[src/rtl/cpu_types_pkg.sv]
// -----------------------------------------------------------------------------
// cpu_types_pkg
// Shared types for the memory subsystem: the RAM status encoding returned by
// the single-ported RAM, the arbiter FSM state encoding and the basic word
// type used on cache/RAM data and address buses.
// -----------------------------------------------------------------------------
package cpu_types_pkg;

  localparam int WORD_W_DEF = 32;

  typedef logic [WORD_W_DEF-1:0] word_t;

  // RAM status as driven on ramstate
  typedef enum logic [1:0] {
    FREE   = 2'd0,
    BUSY   = 2'd1,
    ACCESS = 2'd2,
    ERROR  = 2'd3
  } ramstate_t;

  // Arbiter FSM states
  typedef enum logic [1:0] {
    IDLE   = 2'd0,
    ISERVE = 2'd1,
    DSERVE = 2'd2
  } arb_state_t;

endpackage : cpu_types_pkg

[src/rtl/mem_arbiter.sv]
// -----------------------------------------------------------------------------
// mem_arbiter
// Serializes icache fetches and dcache loads/stores onto one single-ported
// RAM. The dcache has fixed priority; a starvation counter forces the icache
// ahead once it has been denied STARVE_MAX consecutive cycles. Every
// transaction ends in IDLE so back-to-back requests are always re-arbitrated.
//
// Ports:
//   CLK, nRST                  clock, asynchronous active-low reset
//   iREN, iaddr                icache read request and word address
//   iwait, iload               icache hold / returned instruction word
//   dREN, dWEN, daddr, dstore  dcache read/write request, address, write data
//   dwait, dload               dcache hold / returned data word
//   ramREN, ramWEN             RAM read/write enables
//   ramaddr, ramstore          RAM address and write data
//   ramload, ramstate          RAM read data and status (FREE/BUSY/ACCESS/ERROR)
// -----------------------------------------------------------------------------
module mem_arbiter
  import cpu_types_pkg::*;
#(
  parameter int WORD_W     = 32,
  parameter int STARVE_MAX = 4
) (
  input  logic              CLK,
  input  logic              nRST,
  // icache side
  input  logic              iREN,
  input  logic [WORD_W-1:0] iaddr,
  output logic              iwait,
  output logic [WORD_W-1:0] iload,
  // dcache side
  input  logic              dREN,
  input  logic              dWEN,
  input  logic [WORD_W-1:0] daddr,
  input  logic [WORD_W-1:0] dstore,
  output logic              dwait,
  output logic [WORD_W-1:0] dload,
  // RAM side
  output logic              ramREN,
  output logic              ramWEN,
  output logic [WORD_W-1:0] ramaddr,
  output logic [WORD_W-1:0] ramstore,
  input  logic [WORD_W-1:0] ramload,
  input  logic [1:0]        ramstate
);

  localparam int CNT_W = $clog2(STARVE_MAX + 1);
  localparam logic [CNT_W-1:0] CNT_MAX = CNT_W'(STARVE_MAX);

  arb_state_t       state_r;
  arb_state_t       next_state_s;
  logic [CNT_W-1:0] starve_cnt_r;
  logic             dreq_s;
  logic             access_s;

  // A write request wins over a simultaneous read; either counts as a request
  assign dreq_s   = dREN | dWEN;
  assign access_s = (ramstate_t'(ramstate) == ACCESS);

  // State register and icache starvation counter
  always_ff @(posedge CLK or negedge nRST) begin
    if (!nRST) begin
      state_r      <= IDLE;
      starve_cnt_r <= {CNT_W{1'b0}};
    end else begin
      state_r <= next_state_s;
      if (!iREN) begin
        starve_cnt_r <= {CNT_W{1'b0}};
      end else if ((next_state_s == ISERVE) && (state_r != ISERVE)) begin
        // icache is about to be granted: its wait is over
        starve_cnt_r <= {CNT_W{1'b0}};
      end else if ((state_r != ISERVE) && (starve_cnt_r != CNT_MAX)) begin
        starve_cnt_r <= starve_cnt_r + CNT_W'(1);
      end else begin
        starve_cnt_r <= starve_cnt_r;
      end
    end
  end

  // Next-state arbitration; a dropped request aborts, ACCESS completes
  always_comb begin
    next_state_s = state_r;
    case (state_r)
      IDLE: begin
        if (iREN && (starve_cnt_r == CNT_MAX)) begin
          next_state_s = ISERVE;
        end else if (dreq_s) begin
          next_state_s = DSERVE;
        end else if (iREN) begin
          next_state_s = ISERVE;
        end else begin
          next_state_s = IDLE;
        end
      end
      ISERVE: begin
        if (!iREN || access_s) begin
          next_state_s = IDLE;
        end else begin
          next_state_s = ISERVE;
        end
      end
      DSERVE: begin
        if (!dreq_s || access_s) begin
          next_state_s = IDLE;
        end else begin
          next_state_s = DSERVE;
        end
      end
      default: begin
        next_state_s = IDLE;
      end
    endcase
  end

  // Output decode: RAM port and cache handshakes from state and live inputs
  always_comb begin
    ramREN   = 1'b0;
    ramWEN   = 1'b0;
    ramaddr  = {WORD_W{1'b0}};
    ramstore = {WORD_W{1'b0}};
    iload    = {WORD_W{1'b0}};
    dload    = {WORD_W{1'b0}};
    // A requester that is not being served is told to hold
    iwait    = iREN;
    dwait    = dreq_s;
    case (state_r)
      IDLE: begin
        ramREN = 1'b0;
      end
      ISERVE: begin
        if (iREN) begin
          ramREN  = 1'b1;
          ramaddr = iaddr;
          iload   = ramload;
          iwait   = !access_s;
        end else begin
          // Aborted fetch: enables drop now, and no completion pulse is given
          iwait = 1'b1;
        end
      end
      DSERVE: begin
        if (dreq_s) begin
          ramREN   = dREN & !dWEN;
          ramWEN   = dWEN;
          ramaddr  = daddr;
          ramstore = dstore;
          dload    = ramload;
          dwait    = !access_s;
        end else begin
          dwait = 1'b1;
        end
      end
      default: begin
        ramREN = 1'b0;
      end
    endcase
  end

endmodule : mem_arbiter

[config.mk]
export PLATFORM = sky130hd
export DESIGN_NAME = mem_arbiter
export DESIGN_NICKNAME = d
export VERILOG_FILES = /design/src/rtl/cpu_types_pkg.sv /design/src/rtl/mem_arbiter.sv
export SDC_FILE = /design/constraint.sdc
export NUM_CORES = 1
export LEC_CHECK = 0
export ABC_AREA = 1
export CELL_PAD_IN_SITES_DETAIL_PLACEMENT = 1
export CELL_PAD_IN_SITES_GLOBAL_PLACEMENT = 1
export CORE_UTILIZATION = 12
export CTS_CLUSTER_DIAMETER = 150
export DETAILED_ROUTE_END_ITERATION = 6
export PLACE_DENSITY = 0.95
export REMOVE_ABC_BUFFERS = 1
export SETUP_SLACK_MARGIN = 0.15
export SYNTH_ARGS = -nofsm -noshare
export SYNTH_HDL_FRONTEND = slang
export SYNTH_SLANG_ARGS = --single-unit
[constraint.sdc]
create_clock -name CLK -period 2.2 [get_ports CLK]
set_clock_uncertainty 0.1 [all_clocks]
set_input_delay 0.44 -clock CLK [delete_from_list [all_inputs] [get_ports CLK]]
set_output_delay 0.44 -clock CLK [all_outputs]
set_load 0.01 [all_outputs]
After elaboration in Yosys (flattened, before gate mapping):

Cells that the tools add are included.

* add/subtract/negate cells: 1
* equality and inequality tests: 8
* multiplexer cells: 27
* bitwise operators: 2
* reduce and logical (&&, ||, !) cells: 10

Operator list (count)
* 32-bit two-way mux: 8
* 32-bit case mux with 2 select lines: 1
* 1-bit two-way mux: 10
* 3-bit two-way mux: 3
* 2-bit two-way mux: 3
* 2-bit case mux with 3 select lines: 1
* 2-bit by 1-bit == test with 1-bit output (second input constant): 2
* 2-bit == test (second input constant): 2
* 1-bit logical NOT: 4
* 3-bit by 1-bit adder with 3-bit output (second input constant): 1
* 3-bit == test (second input constant): 1
* 1-bit logical AND: 3
* 3-bit by 1-bit != test with 1-bit output (second input constant): 1
* 3-bit != test (second input constant): 1
* 2-bit logical NOT: 1
* 1-bit logical OR: 2
* 2-bit by 1-bit != test with 1-bit output (second input constant): 1
* 1-bit case mux with 2 select lines: 1
* 1-bit bitwise AND: 1
* 1-bit bitwise OR: 1

* flip-flop bits (word level): 5
* input port bits: 135
* output and inout bits: 132
* logic and storage cells: 50

Longest topological paths before layout:

Gate-level depths: netlist of the first run.

* depth in word-level cells: 9
* gate-level depth with buffers: 9
* mapped depth without buffers: 9

Least setup slack after synthesis of the first run:

No wires, ideal clock.

* kind: reg2out
* start point: register state_r[0]
* end point: output port ramaddr[10]
* data arrival time: 1264 ps
* required time: 1660 ps
* setup slack: 396 ps
* stages on the path, launching flop included: 8
* buffers on the path: 1
* cell sequence: dfrtp_1 inv_1 ha_1 nand2_1 inv_2 buf_2 nand2_1 a21oi_1

* word-level cells in the longest chain between the ends: 2
* elaborated cells between the ends (all ways): 3
* those cells by class: eq/ne: 2; mux: 1

Ends and longest elaborated chain
* start, declared: RTL line mem_arbiter.sv:50 `arb_state_t state_r;`
* start signal, assigned: RTL line mem_arbiter.sv:66 `state_r <= next_state_s;`
* 2-bit == test / 2-bit by 1-bit == test with 1-bit output (equally long branches): RTL line mem_arbiter.sv:126 `case (state_r)`
* 32-bit case mux with 2 select lines (*): RTL line mem_arbiter.sv:126
* end, declared: RTL line mem_arbiter.sv:41 `output logic [WORD_W-1:0] ramaddr,`

Mark *: on every way between the ends. The rest lies on a longest branch, timed or not.

Worst setup path after layout of the first run:

* start point: register state_r[0]
* end point: output port ramaddr[11]

The elaborated chain is that of the path after synthesis.

==> metrics.csv, run 1 <==
stage,metric,value,unit
outcome,status,completed,
detailed_routing,Via Count,3412,
timing,Fmax,459,MHz
cts,CTS tree,built,
setup_path,Worst Setup Start Kind,register,
cts,clk buf depth,2,
detailed_routing,post-route ant nets,0,
setup_path,worst-path fanout max,6,
setup_path,FF-to-FF End,starve_cnt_r[2],
timing,RSZ-0062 raised after global routing,yes,
setup_path,Levels on crit path,8,
floorplan,Ports,267,
flow_run,max-cap violation count,0,
cts,CTS Root Cell,clkbuf_16,
timing,Slew Limit Fails,0,
pwr,P_leak,2.81,nW
cts,Num CTS Buffers,3,
detailed_routing,DR iter-0 viols,65,
detailed_routing,number of remaining DRC errors,0,
yosys,fraction of registers with async set/reset,100,%
pwr,post-route total power,0.00474,W
floorplan,Row Count,41,
cts,# hold bufs at CTS,0,
detailed_routing,length of the first detailed-routing pass in iterations,4,
place,placed inst area,4530,um^2
yosys,most frequent cell after synthesis,nor2_1,
timing,final hold viol count,0,
setup_path,worst endpoint required time,1.66,ns
yosys,"Avg Cell Area, Syn",4.53,um^2
floorplan,Starting Density,12.3,%
setup_path,CP max stage delay,0.36,ns
final_layout,"Design Area, Final",5710,um^2
yosys,post-synth top area share,25.0,%
setup_path,Critical Path Sink,ramaddr[11],
yosys,Unique masters post-synth,18,
yosys,top area cells in the synthesized netlist,"nor2_1 (25%), nand2_1 (20%), inv_1 (19%)",
cts,H-tree levels,1,
timing,slew margin rel.,83.6,%
timing,Worst Hold Margin,0.348,ns
cts,clk sinks,5,
cts,Skew-Pair Late Insertion Delay,0.22,ns
grt,Overflow after GRT,0,
floorplan,Die ar.,13500,um^2
setup_path,Worst Path Buf+Inv,4,
yosys,Syn Inst Count,345,
pwr,Peak VDD IR,0.408,mV
timing,Tmin final,2.18,ns
setup_path,most numerous cell on the critical path,buf_4,
yosys,Synthesis Warnings,0,
setup_path,crit path cell chain,buf_4 -> ha_4 -> nand2_8 -> inv_6 -> buf_4 -> nand2_1 -> a21oi_1 -> buf_2,
setup_path,family with the most delay on the worst path,buffers and inverters,
setup_path,"Slowest-stage cell, CP",dfrtp_2,
grt,largest net degree at the start of global routing,33,
setup_path,Crit path arrival time,1.64,ns
final_layout,area grow syn2layout,265,%
grt,vias in the first global route,3397,
setup_path,crit end category,primary output,
yosys,"flops & latches, synth",5,
yosys,Post-synth top cells,"nor2_1 (104), nand2_1 (83), inv_1 (80)",
timing,Tcrit/Tclk final,99.0,%
floorplan,Core ar.,12700,um^2
final_layout,nets,790,
floorplan,Die X,116,um
timing,Worst Tran Pin Value,0.245,ns
setup_path,R2R setup slack,0.39,ns
detailed_routing,Routed WL,13.9,mm
setup_path,Reg2Reg Launch Point,state_r[1],
yosys,Synth Flop Type,dfrtp_1,
setup_path,CP Class,reg2out,
final_layout,Post-Route Utilization,45.0,%
grt,overall routing resource usage,16.3,%
grt,global-route wire length before repair,17.0,mm
hold_path,Hold Path Class,in2async,
pwr,power per cell area,831,nW/um^2
yosys,mapped cell area,1560,um^2
floorplan,Die Y,116,um
setup_path,R2R cell count,12,
yosys,Post-synth EDFFs,0,
place,hpwl dp,8.92,mm
timing,final setup violation count,0,
yosys,sequential area share after synthesis,8.00,%
yosys,"area leader, netlist",nor2_1,
setup_path,Crit. Startpoint,state_r[0],
detailed_routing,drt via density,4.16,
place,RePlAce Congestion,0.740,
place,IO Port Bufs,266,
cts,"CTS clk-pin slew, worst paths",0.03,ns
place,placed cells,783,
final_layout,Finished Layout Cells,821,
grt,initial antenna violation count,1,
detailed_routing,Routed WL per cell,16.9,um
final_layout,layout cell share with drive strength beyond 1,48.8,%
## cell families (layout without fill, tap and decap cells)
kind of cell             count (synthesis)  after routing  synth area share [%]
buffers and inverters                  102            405                  26.8
AO/OA/AOI/OAI                           39             39                  12.5
AND/OR/NAND/NOR                        192            192                  47.4
adder cells (fa/ha/maj)                  6              6                  4.80
XOR/XNOR                                 1              1                 0.560
other                                    0              1                     0
flip-flops                               5              5                  8.00
## through the flow
stage / TNS, ns / setup slack (ns)
finish: 0 / 0.0220
CTS: 0 / 0.00448
global placement: -56.05 / -0.569
global route: -0.253 / -0.0471
floorplan: -42.89 / -0.926
detailed placement: -60.41 / -0.603
## final cells by class
cell class / count / area [um^2]
Multi-Input combinational cell: 238 / 1770
Tap cell: 172 / 215
Fill cell: 1526 / 6960
Antenna cell: 1 / 2.50
Timing Repair inverter: 1 / 8.76
Sequential cell: 5 / 126
Clock buffer: 4 / 78.8
Inverter: 83 / 334
Timing Repair Buffer: 317 / 3170
## worst register-to-register path, cell delays in order, from the launching register on
cell and delay [ns]:
dfrtp_1 0.38, buf_6 0.13, ha_4 0.16, buf_4 0.12, buf_4 0.12, buf_6 0.11
nand2_1 0.08, buf_4 0.11, nand2_1 0.04, nand2_1 0.09, nand2_1 0.09, nor2_4 0.10
nor2_1 0.05
## report_power, final
| part | leakage [nW] | switching (W) | internal [W] |
|---|---|---|---|
| registers | 0.0632 | 0.0000284 | 0.000124 |
| clock network | 0.0382 | 0.0000536 | 0.000240 |
| logic | 2.71 | 0.00211 | 0.00218 |
## registers in the layout, indices dropped and copies added (netlist names)
| name | count |
|---|---|
| starve_cnt_r | 3 |
| state_r | 2 |
## repair_timing
action	in CTS	in global routing
setup buffers	7	11
pin swaps	15	34
gates cloned	8	7
resized for setup	535	279
setup endpoints to repair	132	131
## worst min path at each step
stage	startpoint	end	slack [ns]	depth (start not counted)
2_1_floorplan	nRST	starve_cnt_r[0]	0.04	0
3_3_place_gp	starve_cnt_r[1]	starve_cnt_r[1]	0.48	2
3_5_place_dp	starve_cnt_r[1]	starve_cnt_r[1]	0.50	2
4_1_cts	nRST	state_r[1]	0.36	1
5_1_grt	nRST	starve_cnt_r[0]	0.37	1
6_report	nRST	state_r[1]	0.35	1
## layout by cell type, fill, tap and decap left out, types with 4 or more instances in the layout
master / n
inv_1: 75
clkbuf_16: 7
buf_4: 21
buf_12: 9
nand2_2: 11
nand2_4: 19
buf_2: 50
dfrtp_1: 4
nor2_1: 41
clkdlybuf4s50_1: 131
inv_2: 5
nand2_1: 54
a21oi_2: 22
buf_16: 9
a21oi_1: 13
clkbuf_2: 21
buf_6: 66
nor2_4: 61
## per-layer routing
metal	GRT usage, %	wire length [um]	part of all wire (%)	vias up
met5	0	0	0	-
met4	2.14	218	1.6	0
met3	3.48	1080	7.8	20
met2	35.2	7970	57	186
met1	15.8	4630	33	1609
li1	-	-	-	1597
No activity file was read; power rests on OpenSTA's default activity.
==> run 2: changes to the inputs <==
--- a/config.mk
+++ b/config.mk
@@ -14,6 +14,7 @@
 export PLACE_DENSITY = 0.95
 export REMOVE_ABC_BUFFERS = 1
 export SETUP_SLACK_MARGIN = 0.15
+export SLEW_MARGIN = 20
 export SYNTH_ARGS = -nofsm -noshare
 export SYNTH_HDL_FRONTEND = slang
 export SYNTH_SLANG_ARGS = --single-unit
==> results of run 2 <==
The final DEF is identical to that of run 1; final timing and power are the same.
==> run 3: changes to the inputs <==
--- a/config.mk
+++ b/config.mk
@@ -6,12 +6,11 @@
 export NUM_CORES = 1
 export LEC_CHECK = 0
 export ABC_AREA = 1
-export CELL_PAD_IN_SITES_DETAIL_PLACEMENT = 1
-export CELL_PAD_IN_SITES_GLOBAL_PLACEMENT = 1
-export CORE_UTILIZATION = 12
+export CORE_AREA = 2 2 103 105
 export CTS_CLUSTER_DIAMETER = 150
 export DETAILED_ROUTE_END_ITERATION = 6
-export PLACE_DENSITY = 0.95
+export DIE_AREA = 0 0 105 107
+export PLACE_DENSITY = 0.72
 export REMOVE_ABC_BUFFERS = 1
 export SETUP_SLACK_MARGIN = 0.15
 export SLEW_MARGIN = 20
==> run 3 against run 2 <==
- the flow now finishes with violations (negative setup slack)
- combinational power is 16% higher
- critical path depth up 1
- clock power shrank 43%
- utilization up 18 points
- wire length down 1.3%
- final cell count down 2.2%
- final area rose by 11%
- maximum frequency is 3.3% lower
==> metrics.csv, run 3 (synthesized netlist as in run 1, its figures left out) <==
stage,metric,value,unit,change
outcome,status,finished with violations,,
outcome,violated checks,negative setup slack,,
pwr,P_leak,3.15,nW,+12%
setup_path,Worst Setup Start Kind,register,,
hold_path,Hold Path Class,in2async,,
flow_run,max-cap violation count,0,,unchanged
setup_path,crit end category,primary output,,
cts,"CTS clk-pin slew, worst paths",0.03,ns,about the same
pwr,Switch Pwr,0.00237,W,+8.0%
final_layout,Finished Layout Cells,803,,-2.2%
final_layout,"commonest non-fill, non-tap cells in the layout","clkdlybuf4s50_1 (131), buf_6 (81), inv_1 (76)",,
timing,RSZ-0062 raised after global routing,yes,,
final_layout,biggest regs,"starve_cnt_r: 3 flops, state_r: 2 flops",,
pwr,Clock Power Share,3.1,%,-3.1 points
final_layout,area grow syn2layout,304,%,
setup_path,Reg2Reg Launch Point,state_r[1],,
grt,overall routing resource usage,19.5,%,+3.2 points
grt,initial antenna violation count,1,,unchanged
cts,# hold bufs at CTS,0,,unchanged
cts,Num CTS Buffers,3,,unchanged
final_layout,layout cell share with drive strength beyond 1,56.7,%,+7.9 points
grt,vias in the first global route,3307,,-2.6%
pwr,power share of the combinational group,93.9,%,+3.3 points
place,placed cells,747,,-4.6%
floorplan,Starting Density,15.5,%,+3.2 points
pwr,Peak VDD IR,0.498,mV,+22%
final_layout,nets,809,,+2.4%
cts,clk sinks,5,,unchanged
floorplan,Die ar.,11200,um^2,-17%
floorplan,Ports,267,,unchanged
setup_path,Crit. Startpoint,state_r[0],,
detailed_routing,DR iter-0 viols,126,,+94%
detailed_routing,Via Count,3482,,+2.1%
place,IO Port Bufs,266,,unchanged
cts,CTS tree,built,,
timing,Worst Tran Pin Value,0.221,ns,-0.0241 ns
timing,Slew Limit Fails,0,,unchanged
cts,Skew-Pair Late Insertion Delay,0.22,ns,about the same
final_layout,max reg flops,3,,unchanged
setup_path,CP max stage delay,0.42,ns,+0.06 ns
place,hpwl dp,8.27,mm,-7.3%
detailed_routing,Routed WL per cell,17.1,um,+0.95%
cts,clk buf depth,2,,unchanged
pwr,Sw Share,44.7,%,-1.5 points
detailed_routing,length of the first detailed-routing pass in iterations,4,,unchanged
pwr,Flop pwr share,3.0,%,-0.2 points
floorplan,Die Y,107,um,-7.9%
detailed_routing,number of remaining DRC errors,0,,unchanged
cts,H-tree levels,1,,unchanged
setup_path,crit path cell chain,inv_4 -> ha_4 -> nand2_8 -> buf_12 -> buf_8 -> buf_16 -> buf_6 -> nor2_2 -> buf_2,,
floorplan,Core ar.,10100,um^2,-20%
timing,slew margin rel.,85.2,%,+1.6 points
setup_path,Crit path arrival time,1.71,ns,+0.07 ns
timing,Tcrit/Tclk final,102,%,+3.4 points
floorplan,Row Count,37,,-9.8%
final_layout,"commonest non-fill, non-tap cell in the layout",clkdlybuf4s50_1,,
timing,Tmin final,2.25,ns,+0.0742 ns
grt,Overflow after GRT,0,,unchanged
timing,Worst Hold Margin,0.334,ns,-0.0135 ns
final_layout,diode count,0,,-1
timing,final hold viol count,0,,unchanged
final_layout,most flop-heavy register,starve_cnt_r,,
timing,Setup WS post-layout,-0.0523,ns,-0.0742 ns
detailed_routing,post-route ant nets,0,,unchanged
setup_path,worst-path fanout max,8,,+2
timing,final setup violation count,11,,+11
grt,global-route wire length before repair,17.3,mm,+1.2%
detailed_routing,Routed WL,13.7,mm,-1.3%
place,RePlAce Congestion,0.894,,+21%
timing,Fmax,444,MHz,-3.3%
detailed_routing,drt via density,4.34,,+4.3%
grt,largest net degree at the start of global routing,30,,-9.1%
setup_path,"Slowest-stage cell, CP",dfrtp_2,,
setup_path,CP Class,reg2out,,
floorplan,Die X,105,um,-9.6%
cts,CTS Root Cell,clkbuf_8,,
pwr,design internal power,0.00293,W,+15%
setup_path,worst endpoint required time,1.66,ns,about the same
pwr,power per cell area,838,nW/um^2,+0.90%
run 3: per-stage QoR:
stage          util, %  total power (W)  TNS [ns]  cell area [um^2]  setup WS [ns]
3_5_place_dp      44.6          0.00271    -57.52              4500         -0.571
6_report          62.6          0.00530    -0.229              6320        -0.0523
5_1_grt           62.6          0.00556     -2.00              6320         -0.118
4_1_cts           50.3          0.00435    -0.225              5080        -0.0398
2_1_floorplan        -          0.00112    -42.89              1460         -0.926
3_3_place_gp      44.6          0.00267    -54.05              4500         -0.550
run 3: what timing repair did:
action | 4_1_cts | 5_1_grt
pin swaps | 14 | 43
resized for setup | 656 | 264
setup endpoints to repair | 132 | 117
gates cloned | 14 | 6
buffers inserted | 23 | 9
run 3: path summary, 6_finish.rpt:
path                                   end  depth (start not counted)  slack [ns]
max in group asynchronous       state_r[0]                          1        1.47
min in group CLK           starve_cnt_r[0]                          3        0.51
hold / removal             starve_cnt_r[1]                          1        0.33
hold reg to reg            starve_cnt_r[0]                          3        0.51
setup / recovery                  dload[0]                          9       -0.05
setup reg to reg           starve_cnt_r[1]                         10        0.46
run 3: area by class of cell:
class                           instances  area [um^2]
Inverter                               83          342
Multi-Input combinational cell        238         2020
Timing Repair Buffer                  337         3620
Tap cell                              136          170
Fill cell                             821         3770
Clock buffer                            4         45.0
Sequential cell                         5          126
run 3: power by group through the flow:
| stage | Clock, W | Sequential (W) | Combinational (W) |
|---|---|---|---|
| after floorplan | 0 | 0.000146 | 0.000977 |
| after global placement | 0 | 0.000149 | 0.00252 |
| after detailed placement | 0 | 0.000156 | 0.00256 |
| after CTS | 0.000171 | 0.000157 | 0.00402 |
| after global routing | 0.000177 | 0.000163 | 0.00522 |
| final | 0.000167 | 0.000157 | 0.00497 |
run 3: worst max-delay path: cells and delay by family (launching register included):
kind	cells	cell delay [ns]
buffers and inverters	6	0.76
DFF	1	0.42
and+or+nand+nor	2	0.14
adders and majority gates	1	0.16
run 3: per-layer routing:
layer  global-route usage [%]  share of wire (%)
met5                        0                  0
met3                     4.68                6.9
met1                     20.8                 36
met4                     4.86                1.9
met2                     38.2                 55
